`src/rtl/restoring_divider_8bit.sv`:
```
// Sequential restoring divider: DATA_WIDTH-bit dividend / DATA_WIDTH/2-bit divisor,
// one quotient bit per clock, valid/ready on both sides.
module restoring_divider_8bit #(
  parameter int DATA_WIDTH = 8
) (
  input  logic                      clk,
  input  logic                      rst,
  input  logic                      inValid,
  output logic                      inReady,
  input  logic [DATA_WIDTH-1:0]     inData_A,
  input  logic [DATA_WIDTH/2-1:0]   inData_B,
  output logic                      outValid,
  input  logic                      outReady,
  output logic [DATA_WIDTH-1:0]     outData_Q,
  output logic [DATA_WIDTH/2-1:0]   outData_R,
  output logic                      outDivZero
);

  localparam int HW = DATA_WIDTH / 2;
  localparam int CW = $clog2(DATA_WIDTH);

  // state | meaning
  // IDLE  | waiting for operands, inReady=1
  // CALC  | one quotient bit resolved per edge
  // DONE  | result presented, waiting for outReady
  typedef enum logic [1:0] {IDLE, CALC, DONE} state_t;

  state_t state, state_nxt;

  logic [DATA_WIDTH-1:0] dvd;
  logic [HW:0]           rem;
  logic [HW-1:0]         dsr;
  logic [HW-1:0]         dvd_low;
  logic [CW-1:0]         cnt;
  logic                  ready_en;

  logic                  accept;
  logic                  last_bit;
  logic [HW:0]           rem_shift;
  logic [HW:0]           trial;
  logic                  q_bit;
  logic [HW:0]           rem_next;

  // ready_en keeps inReady low until the first edge after reset release
  assign inReady  = (state == IDLE) && ready_en;
  assign outValid = (state == DONE);
  assign accept   = inValid && inReady;
  assign last_bit = (state == CALC) && (cnt == '0);

  // trial MSB set means the subtraction went negative; remainder is restored
  assign rem_shift = {rem[HW-1:0], dvd[DATA_WIDTH-1]};
  assign trial     = rem_shift - {1'b0, dsr};
  assign q_bit     = ~trial[HW];
  assign rem_next  = q_bit ? trial : rem_shift;

  always_comb begin
    state_nxt = state;
    case (state)
      IDLE:    if (accept) state_nxt = CALC;
      CALC:    if (cnt == '0) state_nxt = DONE;
      DONE:    if (outReady) state_nxt = IDLE;
      default: state_nxt = IDLE;
    endcase
  end

  always_ff @(posedge clk or posedge rst) begin
    if (rst) begin
      state <= IDLE;
    end else begin
      state <= state_nxt;
    end
  end

  always_ff @(posedge clk or posedge rst) begin
    if (rst) begin
      ready_en <= 1'b0;
      dvd      <= '0;
      rem      <= '0;
      dsr      <= '0;
      dvd_low  <= '0;
      cnt      <= '0;
    end else begin
      ready_en <= 1'b1;
      if (accept) begin
        dvd     <= inData_A;
        dsr     <= inData_B;
        dvd_low <= inData_A[HW-1:0];
        rem     <= '0;
        cnt     <= CW'(DATA_WIDTH - 1);
      end else if (state == CALC) begin
        dvd <= {dvd[DATA_WIDTH-2:0], q_bit};
        rem <= rem_next;
        if (cnt != '0) cnt <= cnt - 1'b1;
      end
    end
  end

  // Results are captured once, on the edge that enters DONE, so they stay put under backpressure
  always_ff @(posedge clk or posedge rst) begin
    if (rst) begin
      outData_Q  <= '0;
      outData_R  <= '0;
      outDivZero <= 1'b0;
    end else if (last_bit) begin
      if (dsr == '0) begin
        outData_Q  <= '1;
        outData_R  <= dvd_low;
        outDivZero <= 1'b1;
      end else begin
        outData_Q  <= {dvd[DATA_WIDTH-2:0], q_bit};
        outData_R  <= rem_next[HW-1:0];
        outDivZero <= 1'b0;
      end
    end
  end

endmodule

```
`config.mk`:
```
export PLATFORM = sky130hd
export DESIGN_NAME = restoring_divider_8bit
export DESIGN_NICKNAME = d
export VERILOG_FILES = /design/src/rtl/restoring_divider_8bit.sv
export SDC_FILE = /design/constraint.sdc
export NUM_CORES = 1
export LEC_CHECK = 0
export ABC_AREA = 0
export CORE_MARGIN = 3
export CORE_UTILIZATION = 45
export CTS_CLUSTER_SIZE = 20
export DETAILED_ROUTE_END_ITERATION = 8
export DONT_BUFFER_PORTS = 1
export PLACE_DENSITY = 0.67
export SYNTH_ARGS = -nofsm -noshare
export SYNTH_HDL_FRONTEND = slang
export SYNTH_SLANG_ARGS = --single-unit
export TNS_END_PERCENT = 20
```
`constraint.sdc`:
```
create_clock -name clk -period 2.54 [get_ports clk]
set_clock_uncertainty 0.1 [all_clocks]
set_input_delay 0.254 -clock clk [delete_from_list [all_inputs] [get_ports clk]]
set_output_delay 0.254 -clock clk [all_outputs]
set_load 0.005 [all_outputs]
```
==> After elaboration in Yosys (flattened, before gate mapping) <==
Index checks and enable logic that the tools add are counted.
{ "classes": {"n_addsub": 2, "n_reduce_logical": 11, "mux": 15, "eq_ne": 5, "bitwise": 1} }
{ "op_table": {"columns": ["op", "count"], "rows": [
  ["two-way mux 8 bit", 3],
  ["two-way mux 4 bit", 4],
  ["two-way mux 3 bit", 3],
  ["two-way mux 2 bit", 3],
  ["case mux 2 bit (3 select lines)", 1],
  ["subtractor 5 x 4 -> 5 bit", 1],
  ["zero test 4 bit", 1],
  ["inequality test 2 bit (second input constant)", 2],
  ["nonzero test 2 bit", 2],
  ["logical AND 1 bit", 3],
  ["zero test 3 bit", 1],
  ["AND reduction 3 bit", 1],
  ["nonzero test 3 bit", 1],
  ["subtractor 3 x 1 -> 3 bit (second input constant)", 1],
  ["== test 2 x 1 -> 1 bit (second input constant)", 1],
  ["== test 2 bit (second input constant)", 1],
  ["zero test 2 bit", 1],
  ["inequality test 2 x 1 -> 1 bit (second input constant)", 1],
  ["AND reduction 2 bit", 1],
  ["two-way mux 1 bit", 1],
  ["inverter 1 bit", 1]
]} }
{ "word_totals": {"in_bits": 16, "word_cells": 44, "reg_bits": 39, "output_inout_bits": 15} }

==> Logic depth before layout (Yosys ltp) <==
Gate-level depths: netlist of run 1.
{ "logic_depth": {"ltp_word": 5, "depth_mapped": 9, "depth_no_buf": 9} }

==> Worst setup path before layout of run 1 <==
Ideal clock, no wire load.
{ "synth_timing": {"path_type": "register -> register", "from": "register dvd[7]", "to": "register rem[2]", "stages_incl_launch_ff": 10, "t_required_ps": 2307, "path_buffers": 0, "arrival_time_ps": 1996, "period_less_slack_ps": 2229, "setup_time_ps": 133, "slack_ps": 311, "path_cell_list": "dfrtp_1 inv_1 ha_1 inv_1 fa_1 a21o_1 a21oi_4 xnor2_2 mux2i_1 o21ai_0"} }
{ "synth_between": {"elab_chain_len": 4} }
{ "synth_rtl": {"columns": ["element", "line", "source"], "rows": [
  ["from (decl)", "30", "logic [DATA_WIDTH-1:0] dvd;"],
  ["from (signal assigned)", "85", "dvd <= inData_A;"],
  ["from (signal assigned)", "91", "dvd <= {dvd[DATA_WIDTH-2:0], q_bit};"],
  ["subtractor 5 x 4 -> 5 bit", "52", "assign trial = rem_shift - {1'b0, dsr};"],
  ["two-way mux 4 bit", "54", "assign rem_next = q_bit ? trial : rem_shift;"],
  ["two-way mux 4 bit", "90", "end else if (state == CALC) begin"],
  ["two-way mux 4 bit", "84", "if (accept) begin"],
  ["to (signal assigned)", "92", "rem <= rem_next;"],
  ["to (decl)", "31", "logic [HW:0] rem;"]
]} }
No other way between the ends. The select of a mux whose other input is x is not followed.
A chain may end at the register's enable or synchronous reset.

==> Worst setup path after layout of run 1 <==
{ "layout_timing": {"from": "register dvd[7]", "to": "register outData_R[1]"} }
{ "layout_between": {"elab_chain_len": 3} }
{ "layout_rtl": {"columns": ["element", "line", "source"], "rows": [
  ["subtractor 5 x 4 -> 5 bit", "52", null],
  ["two-way mux 4 bit", "54", null],
  ["two-way mux 4 bit", "105", "if (dsr == '0) begin"],
  ["to (signal assigned)", "107", "outData_R <= dvd_low;"],
  ["to (signal assigned)", "111", "outData_R <= rem_next[HW-1:0];"],
  ["to (decl)", "15", "output logic [DATA_WIDTH/2-1:0] outData_R,"]
]} }
No other way between the ends.

==> results of run 1 <==
routing by layer:
| metal | track usage | share of wire | vias to the layer above |
|---|---|---|---|
| met1 | 0.231 | 0.44 | 672 |
| li1 | - | - | 667 |
| met3 | 0.0547 | 0.054 | 7 |
| met4 | 0.0511 | 0.016 | 0 |
| met2 | 0.296 | 0.49 | 35 |
| met5 | 0 | 0 | - |
power groups by stage:
stage	Sequential [mW]	Clock, mW	Combinational [mW]
after CTS	1.18	0.423	1.50
after global routing	1.22	0.449	1.84
final	1.18	0.410	1.62
after global placement	1.18	0	1.42
after floorplan	1.11	0	1.21
after detailed placement	1.19	0	1.48
cell usage after synthesis, types with 2 or more instances:
library cell / n / area (um2)
ha_1: 6 / 75.1
nor3_1: 2 / 10.0
nand3_1: 2 / 10.0
nand2b_1: 3 / 18.8
clkbuf_1: 5 / 18.8
nor2_1: 7 / 26.3
a22oi_1: 5 / 37.5
nand2_1: 43 / 161
a21oi_1: 5 / 25.0
xnor2_1: 2 / 17.5
buf_2: 2 / 10.0
o22a_1: 7 / 61.3
o21ai_0: 9 / 45.0
mux2i_1: 6 / 60.1
a31oi_1: 6 / 37.5
inv_1: 10 / 37.5
dfrtp_1: 39 / 976
path summary, 6_finish.rpt:
kind	to	slack, ns	depth (start not counted)
worst max-delay path	outData_R[1]	0.09	10
worst min-delay path	dvd[7]	0.01	1
worst max register to register	outData_R[1]	0.09	10
worst min register to register	dvd_low[2]	0.38	2
max in group asynchronous	dsr[1]	1.56	3
min in group asynchronous	outData_Q[2]	0.43	3
metrics by stage:
step | TNS (ns) | setup slack [ns] | power, mW
after floorplan | 0 | 0.311 | 2.32
after global placement | 0 | 0.206 | 2.59
after detailed placement | 0 | 0.0701 | 2.67
after CTS | 0 | 0.0539 | 3.10
after global routing | -0.0137 | -0.0137 | 3.51
final | 0 | 0.0905 | 3.21
sequential cells by signal (all words and copies together), names as in the netlist:
signal / flops
cnt: 3
dsr: 4
dvd: 8
dvd_low: 4
outData_Q: 8
outData_R: 4
outDivZero: 1
ready_en: 1
rem: 4
state: 2
cell families (layout without fill, tap and decap cells):
kind of cell	count (synthesis)	count (layout)
buffers and inverters	18	38
and+or+nand+nor	67	67
muxes	6	6
xor gates and xnor gates	4	4
adders and majority gates	7	7
DFF	39	39
AOI/OAI and AO/OA	42	42
other	1	1
repair_timing:
item | 4_1_cts | 5_1_grt
resized for setup | 0 | 2
hold buffers | 12 | 0
endpoints found under the setup margin | 0 | 6
setup buffers | 0 | 4
endpoints found under the hold margin | 52 | 0
critical path, delay by kind of cell (launching register included):
| family | cells | cell delay, ns |
|---|---|---|
| compound gates | 4 | 0.78 |
| fa+ha+maj | 2 | 0.55 |
| buf+inv | 3 | 0.34 |
| flops | 1 | 0.41 |
| mux | 1 | 0.17 |
cells in the final DEF (no fill, tap or decap), types with 2 or more instances in the layout:
cell type      Yosys  routed
buf_4              1       8
nand2_1           43      43
a31oi_1            6       6
a22oi_1            5       5
xnor2_1            2       2
a21oi_1            5       5
o21ai_0            9       9
nand2b_1           3       3
mux2i_1            6       6
inv_1             10       9
clkbuf_8           0       5
nand3_1            2       2
dfrtp_1           39      39
ha_1               6       6
dlygate4sd3_1      0      12
nor2_1             7       7
o22a_1             7       7
nor3_1             2       2
final cells by class:
type,count,area (um2)
tap,48,60.1
sequential,39,976
multi-input combinational,127,812
inverter,10,37.5
fill,346,1650
timing repair buffer,20,180
clock inverter,2,12.5
clock buffer,6,72.6
==> results_dict.tcl, run 1 <==
set metrics [dict create \
    p_int_mw 1.90 \
    start_util 0.487 \
    grt_overflow 0 \
    clkPwrFrac 0.128 \
    critical_path_required_ns 2.62 \
    fmax_mhz 408 \
    grtUsageTotal 0.181 \
    crit_arrival_ns 2.53 \
    status "finished clean" \
    synth_adder_area_share 0.0514 \
    gp_congestion 0.787 \
    placed_cell_area_um2 1900 \
    synth_xor_area_frac 0.0230 \
    port_buffers 0 \
    slowest_stage "dfrtp_1" \
    ioPinCount 31 \
    grt_max_degree 40 \
    worst_pin_slew_ns 0.802 \
    syn-cell-area_um2 1850 \
    rows 22 \
    wl_per_cell_um 16.6 \
    ir_drop_mv 0.652 \
    min_period_over_period 0.964 \
    clockBufferDepth 2 \
    path_cells "inv_2 -> ha_1 -> inv_1 -> fa_1 -> a21o_1 -> a21oi_4 -> buf_4 -> mux2i_1 -> a31oi_1 -> a22o_1" \
    drive_above_1_share 0.118 \
    p_sw_mw 1.31 \
    via_count 1381 \
    fp.dieH_um 70.1 \
    whs_ns 0.0113 \
    drv_slew 0 \
    htree_levels 2 \
    fin_crit_ns 2.45 \
    netlist_instances 184 \
    crit_path_start "dvd[7]" \
    ys_warn_count 0 \
    hp-class "input port to flip-flop" \
    ys_ff_latch 39 \
    hpwl_um 2950 \
    avgSynthCellArea_um2 10.1 \
    path_max_fanout 4 \
    p_seq_frac 0.368 \
    instances_no_fill 252 \
    synth_ff_type "dfrtp_1" \
    ys_seq_area_frac 0.527 \
    synth.distinct_cells 42 \
    finalHoldViolCount 0 \
    drv_cap 0 \
    grt_pass1_wl_um 7020 \
    n_antenna_cell 0 \
    coreArea_um2 3800 \
    p_per_area_nw_per_um2 1490 \
    drt_iter0_drc 76 \
    synth.mux.area_fraction 0.0325 \
    drt-total-wl_um 4180 \
    pwr-share-comb 0.504 \
    r2r_start "dvd[7]" \
    setup_viol 0 \
    design_area_um2 2150 \
    end_kind "flip-flop" \
    synth_edf_count 0 \
    clk_latency_ns 0.29 \
    cts.sinks 39 \
    dp_cells 228 \
    antenna_found_initial 0 \
    synth-compound-area-share 0.162 \
    ant_nets 0 \
    power.leakage_nw 1.02 \
    critPathMaxStageDelay_ns 0.41 \
    cts_buffers 5 \
    yosys.area_share.simple 0.162 \
    start_kind "flip-flop" \
    drcViolationCount 0 \
    cts-root-buf "clkbuf_8" \
    cts.clk_slew.worst_paths_ns 0.08 \
    crit_type "flip-flop to flip-flop" \
    synth_nets 207 \
    post-route-util 0.566 \
    die_area_um2 4920 \
    firstDrtPassIters 4 \
    hp-start "inData_A[7]" \
    synth_top_family_by_area "simple AND/OR/NAND/NOR gates" \
    swShare 0.409 \
    area_growth_pct 16.2 \
    async_flop_share 1.00 \
    fp.dieW_um 70.1 \
    via_per_inst 5.48 \
    finalNetCount 226 \
    grt_pass1_vias 1429 \
    timing.max_slew.rel_slack 0.461 \
    cts_tree "yes" \
]
(Power assumes the default switching activity.)
==> run 2, diff against run 1 <==
RECOVER_POWER = 100   (was unset)
==> run 2 against run 1 <==
Effect of this change:
- first-iteration DRC count shrank 6.6%
- maximum frequency fell by 0.10%
- sequential share of layout area up 0.19 points
- routed wire length rose by 0.31%
- via count about the same
- register-to-register slack about the same
- die area unchanged
- non-clock buffer count unchanged
- global-route usage is the same
- setup slack lost 0.0025 ns
- count of clock-buffer cells in the layout is the same
- critical path type unchanged
- critical endpoint unchanged
==> results_dict.tcl, run 2 (synthesis results as in run 1) <==
set metrics [dict create \
    status "finished clean" \
    crit_arrival_ns 2.54 \
    crit_type "flip-flop to flip-flop" \
    clk_latency_ns 0.29 \
    hp-start "inData_A[7]" \
    grt_overflow 0 \
    cts.clk_slew.worst_paths_ns 0.08 \
    clockBufferDepth 2 \
    finalSetupTns_ns 0 \
    fp.dieW_um 70.1 \
    layout_common_cells "44 x nand2_1, 39 x dfrtp_1, 12 x dlygate4sd3_1" \
    post-route-util 0.564 \
    finalNetCount 226 \
    reg_top3 "dvd (8), outData_Q (8)" \
    cts_tree "yes" \
    via_per_inst 5.48 \
    firstDrtPassIters 4 \
    path_max_fanout 4 \
    placed_cell_area_um2 1900 \
    hpwl_um 2950 \
    drv_cap 0 \
    ir_drop_mv 0.649 \
    timing.max_slew.rel_slack 0.348 \
    instances_no_fill 252 \
    ioPinCount 31 \
    wl_per_cell_um 16.6 \
    drv_slew 0 \
    fmax_mhz 408 \
    area_growth_pct 15.8 \
    dp_cells 228 \
    crit_path_start "dvd[7]" \
    hp-class "input port to flip-flop" \
    drcViolationCount 0 \
    worst_pin_slew_ns 0.978 \
    r2r-end "outData_R[1]" \
    drive_above_1_share 0.103 \
    power.leakage_nw 1.02 \
    cts.sinks 39 \
    grt_max_degree 40 \
    cts-root-buf "clkbuf_8" \
    fin_crit_ns 2.45 \
    p_per_area_nw_per_um2 1500 \
    min_period_over_period 0.965 \
    grt_pass1_vias 1429 \
    port_buffers 0 \
    grt_pass1_wl_um 7020 \
    start_util 0.487 \
    finalHoldViolCount 0 \
    whs_ns 0.0110 \
    r2r_slack_ns 0.09 \
    drt_iter0_drc 71 \
    antenna_found_initial 0 \
    ant_nets 0 \
    final_common_cell "nand2_1" \
    start_kind "flip-flop" \
    coreArea_um2 3800 \
    setup_viol 0 \
    r2r_start "dvd[7]" \
    cts_buffers 5 \
    drt-total-wl_um 4190 \
    reg2regPathDepth 10 \
    critical_path_required_ns 2.62 \
    design_area_um2 2140 \
    die_area_um2 4920 \
    fill_cells 347 \
    via_count 1380 \
    fp.dieH_um 70.1 \
    grtUsageTotal 0.181 \
    cp-endpoint "outData_R[1]" \
    n_antenna_cell 0 \
    rows 22 \
    end_kind "flip-flop" \
    htree_levels 2 \
    gp_congestion 0.787 \
]
[run 2: worst min-delay path by stage]
stage	cells after the start	endpoint	slack (ns)
2_1_floorplan	2	dsr[0]	0.26
3_3_place_gp	2	cnt[0]	0.19
3_5_place_dp	2	cnt[2]	0.19
4_1_cts	1	dvd[7]	0.01
5_1_grt	1	dvd[7]	0.01
6_report	1	dvd[7]	0.01
[run 2: critical path: stages, from the launching register on]
cell and delay [ns]:
dfrtp_1 0.41, inv_2 0.09, ha_1 0.15, inv_1 0.07, fa_1 0.41, a21o_1 0.23, a21oi_4 0.23, buf_4 0.18
mux2i_1 0.17, a31oi_1 0.10, a22o_1 0.21
[run 2: per-stage QoR]
step / setup WS, ns / power (mW)
floorplan: 0.311 / 2.32
CTS: 0.0539 / 3.10
global placement: 0.206 / 2.59
finish: 0.0880 / 3.20
global route: -0.0146 / 3.50
detailed placement: 0.0701 / 2.67
[run 2: layout make-up]
type / count / area, um2 / share of cell area
sequential: 39 / 976 / 0.456
multi-input combinational: 127 / 810 / 0.378
timing repair buffer: 20 / 174 / 0.0812
clock buffer: 6 / 72.6 / 0.0339
tap: 48 / 60.1 / 0.0280
inverter: 10 / 37.5 / 0.0175
clock inverter: 2 / 12.5 / 0.00584
[run 2: timing repair]
action	in CTS	in global routing
hold endpoints to repair	52	0
endpoints found under the setup margin	0	6
resized for setup	0	2
setup buffers	0	4
hold buffers	12	0
[run 2: metal layers]
layer | track usage | up-vias | part of all wire
li1 | - | 668 | -
met1 | 0.231 | 671 | 0.44
met2 | 0.296 | 34 | 0.49
met3 | 0.0547 | 7 | 0.051
met4 | 0.0511 | 0 | 0.016
met5 | 0 | - | 0
[run 2: power breakdown]
part           internal [mW]  switching [mW]  leakage [nW]
Combinational          0.773           0.841         0.504
Sequential             0.928           0.253         0.471
Clock                  0.192           0.218        0.0412
==> run 3, diff against run 2 <==
CAP_MARGIN = 40   (was unset)
==> results of run 3 <==
Same layout as run 2: the final DEF is identical, and so are final timing and power.
